$ cat src/rtl/register_bank_pkg.sv
// Shared types and constants for the register bank datapath block.
// Optional REGISTER_BANK_SAT_EN selects saturating inc/dec in register_cell.
package register_bank_pkg;

  localparam int BYTE_W = 8;

  typedef enum logic [2:0] {
    FS_DEC  = 3'b000,
    FS_INC  = 3'b001,
    FS_LOAD = 3'b010,
    FS_CLR  = 3'b011,
    FS_LDZX = 3'b100,
    FS_LDLO = 3'b101,
    FS_LDHI = 3'b110,
    FS_SHL8 = 3'b111
  } funsel_e;

  // True when a register width is a whole number of bytes and wide enough for the high-byte lane.
  function automatic bit width_ok(input int w);
    return (w % BYTE_W == 0) && (w >= 2 * BYTE_W);
  endfunction

endpackage

$ cat src/rtl/register_cell.sv
// One bank register: FunSel decode, enable, and overflow detection on inc/dec.
// With REGISTER_BANK_SAT_EN defined, inc/dec saturate instead of wrapping.
module register_cell
  import register_bank_pkg::*;
#(
  parameter int WIDTH = 16
) (
  input  logic             clk,
  input  logic             rst_n,
  input  logic             en,
  input  funsel_e          fun_sel,
  input  logic [WIDTH-1:0] din,
  output logic [WIDTH-1:0] q,
  output logic             wrap_hit
);

  localparam logic [WIDTH-1:0] ONE = WIDTH'(1);

  logic [WIDTH-1:0] q_reg;
  logic [WIDTH-1:0] q_next;

  always_comb begin
    q_next   = q_reg;
    wrap_hit = 1'b0;
    if (en) begin
      case (fun_sel)
        FS_DEC: begin
          wrap_hit = (q_reg == '0);
`ifdef REGISTER_BANK_SAT_EN
          q_next = wrap_hit ? q_reg : q_reg - ONE;
`else
          q_next = q_reg - ONE;
`endif
        end
        FS_INC: begin
          wrap_hit = (q_reg == '1);
`ifdef REGISTER_BANK_SAT_EN
          q_next = wrap_hit ? q_reg : q_reg + ONE;
`else
          q_next = q_reg + ONE;
`endif
        end
        FS_LOAD: q_next = din;
        FS_CLR:  q_next = '0;
        FS_LDZX: q_next = {{(WIDTH-BYTE_W){1'b0}}, din[BYTE_W-1:0]};
        FS_LDLO: q_next[BYTE_W-1:0] = din[BYTE_W-1:0];
        // High-byte lane is always bits 15:8, even for wider registers.
        FS_LDHI: q_next[2*BYTE_W-1:BYTE_W] = din[BYTE_W-1:0];
        FS_SHL8: q_next = {q_reg[WIDTH-BYTE_W-1:0], din[BYTE_W-1:0]};
        default: q_next = q_reg;
      endcase
    end
  end

  always_ff @(posedge clk) begin
    if (!rst_n) q_reg <= '0;
    else        q_reg <= q_next;
  end

  assign q = q_reg;

endmodule

$ cat src/rtl/register_bank.sv
// Bank of NUM_REGS WIDTH-bit registers with two combinational read ports and a registered Wrap flag.
// Define REGISTER_BANK_SAT_EN for saturating increment/decrement.
module register_bank
  import register_bank_pkg::*;
#(
  parameter int WIDTH    = 16,
  parameter int NUM_REGS = 4
) (
  input  logic                        Clock,
  input  logic                        Reset_n,
  input  logic [WIDTH-1:0]            I,
  input  logic [2:0]                  FunSel,
  input  logic [NUM_REGS-1:0]         RegSel,
  input  logic [$clog2(NUM_REGS)-1:0] OutASel,
  input  logic [$clog2(NUM_REGS)-1:0] OutBSel,
  output logic [WIDTH-1:0]            OutA,
  output logic [WIDTH-1:0]            OutB,
  output logic                        Wrap
);

  localparam int SEL_W = $clog2(NUM_REGS);

  if (!width_ok(WIDTH)) begin : g_bad_width
    $error("register_bank: WIDTH must be a multiple of 8 and at least 16");
  end
  if (NUM_REGS < 2 || NUM_REGS > 16) begin : g_bad_num_regs
    $error("register_bank: NUM_REGS must be in 2..16");
  end

  logic [WIDTH-1:0]    q [NUM_REGS];
  logic [NUM_REGS-1:0] hit;
  logic                wrap_reg;
  funsel_e             fun_sel;

  assign fun_sel = funsel_e'(FunSel);

  for (genvar gi = 0; gi < NUM_REGS; gi++) begin : g_cell
    register_cell #(
      .WIDTH(WIDTH)
    ) u_cell (
      .clk     (Clock),
      .rst_n   (Reset_n),
      .en      (RegSel[gi]),
      .fun_sel (fun_sel),
      .din     (I),
      .q       (q[gi]),
      .wrap_hit(hit[gi])
    );
  end

  // Indices with no matching register fall through to zero.
  always_comb begin
    OutA = '0;
    OutB = '0;
    for (int k = 0; k < NUM_REGS; k++) begin
      if (OutASel == SEL_W'(k)) OutA = q[k];
      if (OutBSel == SEL_W'(k)) OutB = q[k];
    end
  end

  always_ff @(posedge Clock) begin
    if (!Reset_n) wrap_reg <= 1'b0;
    else          wrap_reg <= |hit;
  end

  assign Wrap = wrap_reg;

endmodule
$ cat config.mk
export PLATFORM = sky130hd
export DESIGN_NAME = register_bank
export DESIGN_NICKNAME = d
export VERILOG_FILES = /design/src/rtl/register_bank_pkg.sv /design/src/rtl/register_cell.sv /design/src/rtl/register_bank.sv
export SDC_FILE = /design/constraint.sdc
export NUM_CORES = 1
export LEC_CHECK = 0
export BUFFER_PORTS_ARGS = -buffer_cell sky130_fd_sc_hd__buf_2
export CAP_MARGIN = 20
export CORE_MARGIN = 2
export CORE_UTILIZATION = 45
export DETAILED_ROUTE_END_ITERATION = 6
export HOLD_SLACK_MARGIN = 0.12
export PLACE_DENSITY_LB_ADDON = 0.1
export SKIP_LAST_GASP = 1
export SLEW_MARGIN = 40
export SYNTH_ARGS = -nofsm -noshare
export SYNTH_HDL_FRONTEND = slang
export SYNTH_SLANG_ARGS = --single-unit
export TNS_END_PERCENT = 100
$ cat constraint.sdc
create_clock -name Clock -period 3.6 [get_ports Clock]
set_input_delay 0.72 -clock Clock [delete_from_list [all_inputs] [get_ports Clock]]
set_output_delay 0.72 -clock Clock [all_outputs]
set_load 0.1 [all_outputs]
==> results of run 1 <==
[cell type report]
type | count | area share
multi-input cells | 737 | 0.688
flip-flops and latches | 65 | 0.168
repair buffers | 83 | 0.0623
clock buffers | 13 | 0.0349
well taps | 216 | 0.0349
inverters | 26 | 0.0126
[power breakdown]
group	internal, W	leakage [nW]	switching, W	total (W)
logic	0.000383	2.08	0.000817	0.00120
clock network	0.000511	0.134	0.000337	0.000848
registers	0.000781	0.535	0.000222	0.00100
total	0.00168	2.75	0.00138	0.00305
[per-layer routing]
layer  share of wire  GRT usage  up-vias
met5               0          0        -
li1                -          -     3590
met3            0.11     0.0737      124
met4           0.043      0.160        0
met2            0.47      0.577      551
met1            0.39      0.469     4067
[Yosys cell counts, drive strengths merged, types with 16 or more instances]
library cell | number | share of area
clkbuf | 106 | 0.055
nand2 | 78 | 0.041
dfxtp | 65 | 0.18
a21oi | 62 | 0.043
o21ai | 48 | 0.033
nand3 | 47 | 0.033
nor2 | 45 | 0.023
nor3 | 37 | 0.026
mux4 | 32 | 0.10
nand4 | 28 | 0.024
inv | 26 | 0.014
xor2 | 23 | 0.028
nor4 | 20 | 0.018
buf | 18 | 0.013
o2111a | 18 | 0.028
o21a | 18 | 0.019
xnor2 | 18 | 0.022
a211oi | 16 | 0.017
a31oi | 16 | 0.014
[cells in the final DEF, fill, tap and decap left out, drive strengths merged, types with 20 or more instances in the layout]
| cell type | instances |
|---|---|
| xor2 | 23 |
| inv | 26 |
| o21ai | 48 |
| buf | 83 |
| nor4 | 20 |
| nand4 | 28 |
| mux4 | 32 |
| nand3 | 47 |
| dfxtp | 65 |
| nor2 | 45 |
| nand2 | 78 |
| a21oi | 62 |
| nor3 | 37 |
[final timing paths]
| check | depth (start not counted) | end | startpoint | slack [ns] |
|---|---|---|---|---|
| worst max-delay path | 3 | OutB[5] | OutBSel[0] | 0.75 |
| worst min-delay path | 2 | g_cell[3].u_cell.q[14] | g_cell[3].u_cell.q[14] | 0.62 |
| worst max register to register | 8 | g_cell[3].u_cell.q[12] | g_cell[3].u_cell.q[1] | 1.09 |
| worst min register to register | 2 | g_cell[3].u_cell.q[14] | g_cell[3].u_cell.q[14] | 0.62 |
[per-stage QoR]
stage	hold slack [ns]	power, W	area [um^2]
6_report	0.620	0.00305	7750
5_1_grt	0.644	0.00316	7750
4_1_cts	0.623	0.00302	7750
3_5_place_dp	0.615	0.00218	7480
3_3_place_gp	0.604	0.00216	7480
2_1_floorplan	0.552	0.00185	7210
[kinds of logic (layout without fill, tap and decap cells)]
logic type / Yosys count / in the layout / share of synthesized area
buf+inv: 150 / 122 / 0.0817
mux: 40 / 40 / 0.112
compound gates: 287 / 287 / 0.287
xor+xnor: 41 / 41 / 0.0498
simple gates: 359 / 359 / 0.271
fa+ha+maj: 10 / 10 / 0.0174
flops: 65 / 65 / 0.180
[worst max-delay path: stages]
cell    delay, ns
buf_2        0.45
mux4_2       0.63
buf_2        0.32
==> flow_metrics.tcl, run 1 <==
set metrics [dict create \
    fillers 1558 \
    p_per_area_nw_per_um2 394 \
    nNetsFinal 961 \
    fin_tns_setup_ns 0 \
    grt_pass1_wl_um 46300 \
    cts_setup_buffers 0 \
    design.die.area_um2 17000 \
    htree_levels 3 \
    synth_cell_types 83 \
    synth_edf_count 0 \
    antenna_cells 0 \
    cp-end-kind "primary output" \
    fin_crit_ns 2.85 \
    rsz0062_at_grt "false" \
    drive_above_1_share 0.165 \
    crit_fanout 16 \
    fin_ws_ns 0.747 \
    hold_class "register to register" \
    final_antenna_net_count 0 \
    fin_skew_ns 0.00406 \
    multi_input_area_um2 5330 \
    async_reset_ff_frac 0 \
    ir_drop_v 0.000233 \
    start_util 0.457 \
    relSlewSlack 0.449 \
    grt_pass1_vias 7753 \
    dp_hpwl_um 21700 \
    grt-ovfl-total 0 \
    yosys_warnings 0 \
    cp-start-kind "primary input" \
    required_ns 2.88 \
    cts_tree "yes" \
    dp_slack_ns 0.561 \
    hold_viol 0 \
    final_cells 1140 \
    p_leak_nw 2.75 \
    ys.flop_type "dfxtp_1" \
    die_y_um 131 \
    gp_congestion 1.02 \
    cts-root-buf "clkbuf_16" \
    arrival_ns 2.13 \
    maxCapViolations 0 \
    fmax_mhz 350 \
    clk_latency_ns 0.35 \
    cts_buffer_depth 2 \
    critPathKind "primary input to primary output" \
    syn2layout_area_growth_pct 7.55 \
    avgSynthCellArea_um2 7.57 \
    tightest_slew_ns 0.825 \
    ys_seq_area_frac 0.180 \
    first_pass_iters 6 \
    synth-seq-cells 65 \
    wl_per_cell_um 26.7 \
    netlist_area_um2 7210 \
    synth_fp_nets 991 \
    path_clk_slew_ns 0.06 \
    drc_errors 0 \
    outcome "complete, no violations" \
    die_width_um 131 \
    cts_sinks 65 \
    seqCellArea_um2 1300 \
    via_per_inst 7.31 \
    grt_max_degree 52 \
    min_period_over_period 0.793 \
    drt_iter0_drc 981 \
    dp_cells 1127 \
    antenna_found_initial 0 \
    slew_violations 0 \
    core_area_um2 15800 \
    fp-row-count 46 \
    vias 8332 \
    largest_reg_flops 64 \
    cts_buffers 9 \
    wl_um 30400 \
    final_core_util 0.492 \
    grt_use_total 0.360 \
    synth_cells 952 \
    numPortBuffers 61 \
    ioPinCount 62 \
    cts_resized 0 \
    postCtsHoldBufs 0 \
    setup_violations 0 \
]
No activity file was read; power rests on OpenSTA's default activity.
==> run 2, diff against run 1 <==
clock period = 2.9 ns   (was 3.6 ns; I/O delays follow)
==> run 2 against run 1 <==
Against the previous run: worst hold slack improved by 0.0029 ns; clock-buffer cell count fell by 1; critical path depth fell by 1; global-route usage rose by 1.2 points; non-clock buffer count rose by 29; sequential power rose by 21%; critical endpoint is now OutA[2]; combinational power rose by 33%; setup slack got worse by 0.32 ns.
==> flow_metrics.tcl, run 2 (synthesis results as in run 1) <==
set metrics [dict create \
    antenna_found_initial 0 \
    ir_drop_v 0.000267 \
    numPortBuffers 61 \
    cts-root-buf "clkbuf_16" \
    r2r_end "g_cell[0].u_cell.q[10]" \
    drive_above_1_share 0.188 \
    p_per_area_nw_per_um2 501 \
    syn2layout_area_growth_pct 11.6 \
    wl_um 31500 \
    slew_violations 0 \
    grt_max_degree 40 \
    core_area_um2 15800 \
    clk_latency_ns 0.35 \
    tightest_slew_ns 0.825 \
    drt_iter0_drc 914 \
    drc_errors 0 \
    cp-start-kind "register" \
    cts_resized 0 \
    crit_end "OutA[2]" \
    min_period_over_period 0.854 \
    power.total_w 0.00403 \
    fmax_mhz 404 \
    postCtsHoldBufs 0 \
    arrival_ns 1.90 \
    p_leak_nw 2.93 \
    relSlewSlack 0.445 \
    die_y_um 131 \
    switching_share 0.440 \
    gp_congestion 1.04 \
    maxCapViolations 0 \
    design.die.area_um2 17000 \
    r2r-start "g_cell[0].u_cell.q[0]" \
    cts_buffers 9 \
    setup.worst_path.start "g_cell[0].u_cell.q[2]" \
    nNetsFinal 990 \
    internal_power_w 0.00226 \
    final_antenna_net_count 0 \
    switchingPower_w 0.00177 \
    die_width_um 131 \
    fp-row-count 46 \
    cts_sinks 65 \
    final_core_util 0.510 \
    grt_pass1_wl_um 47000 \
    ioPinCount 62 \
    grt-ovfl-total 0 \
    fin_crit_ns 2.48 \
    wl_per_cell_um 26.9 \
    routed.top_layer "met4" \
    r2r_cells 6 \
    rsz0062_at_grt "false" \
    fin_skew_ns 0.00661 \
    hold_viol 0 \
    outcome "complete, no violations" \
    cts_buffer_depth 2 \
    cp-end-kind "primary output" \
    hold_class "register to register" \
    antenna_cells 0 \
    path_clk_slew_ns 0.06 \
    required_ns 2.32 \
    fillers 1553 \
    start_util 0.457 \
    cts_tree "yes" \
    via_per_inst 7.22 \
    largest_reg_flops 64 \
    final_cell_mix "nand2_1, dfxtp_1, a21oi_1" \
    vias 8452 \
    cts_setup_buffers 0 \
    setup_violations 0 \
    route.met2.wl_um 14400 \
    first_pass_iters 7 \
    ff2ff_setup_slack_ns 0.43 \
    critPathKind "register to primary output" \
    power_frac_seq 0.301 \
    htree_levels 3 \
    fin_tns_setup_ns 0 \
    final_common_cell "nand2_1" \
    grt_pass1_vias 7691 \
    dr_wl_met3_um 3440 \
    comb_power_share 0.394 \
    dp_hpwl_um 23000 \
    crit_fanout 16 \
    grt_use_total 0.371 \
    wl_met1_um 12300 \
    p_clk_frac 0.305 \
]
==> run 2: changes by cell type in the layout (fill, tap and decap cells not counted), sizes merged <==
cell    before  now
clkbuf      13   12
clkinv       0    1
buf         83  112
bufinv       0    2
==> run 2: layout make-up <==
type,instances,area (um^2),area share
Inverter,26,97.6,0.0121
Tap cell,216,270,0.0336
Timing Repair Buffer,112,738,0.0917
Clock buffer,12,246,0.0306
Multi-Input combinational cell,737,5330,0.662
Sequential cell,65,1300,0.162
Clock inverter,3,65.1,0.00809
==> run 2: power by group through the flow <==
stage / logic [W] / registers, W / clock network, W
2_1_floorplan: 0.00127 / 0.00103 / 0
3_3_place_gp: 0.00153 / 0.00122 / 0
3_5_place_dp: 0.00154 / 0.00122 / 0
4_1_cts: 0.00155 / 0.00120 / 0.00123
5_1_grt: 0.00167 / 0.00122 / 0.00128
6_report: 0.00159 / 0.00121 / 0.00123
==> run 2: worst min path at each step <==
stage / cells after the start / slack, ns / endpoint / start
global placement: 1 / 0.58 / g_cell[1].u_cell.q[1] / g_cell[1].u_cell.q[1]
detailed placement: 1 / 0.59 / g_cell[1].u_cell.q[1] / g_cell[1].u_cell.q[1]
CTS: 1 / 0.61 / g_cell[1].u_cell.q[1] / g_cell[1].u_cell.q[1]
global route: 2 / 0.64 / g_cell[0].u_cell.q[1] / Reset_n
finish: 1 / 0.62 / g_cell[1].u_cell.q[1] / g_cell[1].u_cell.q[1]
floorplan: 2 / 0.55 / g_cell[3].u_cell.q[14] / g_cell[3].u_cell.q[14]
==> run 2: critical path, cell delays in order (launching register included) <==
cell	delay, ns
dfxtp_1	0.77
mux4_2	0.35
buf_2	0.42
==> run 2: layer usage <==
metal,vias to the layer above,global-route usage
met5,-,0
met4,0,0.150
met3,116,0.0827
met2,588,0.595
met1,4085,0.487
li1,3663,-
==> run 2: metrics by stage <==
stage | std cells | area [um^2] | setup WS, ns | hold WS (ns)
floorplan | 952 | 7210 | 0.216 | 0.552
global placement | 1156 | 7730 | 0.218 | 0.585
detailed placement | 1156 | 7730 | 0.220 | 0.591
CTS | 1171 | 8040 | 0.430 | 0.612
global route | 1171 | 8050 | 0.340 | 0.638
finish | 1171 | 8050 | 0.422 | 0.623
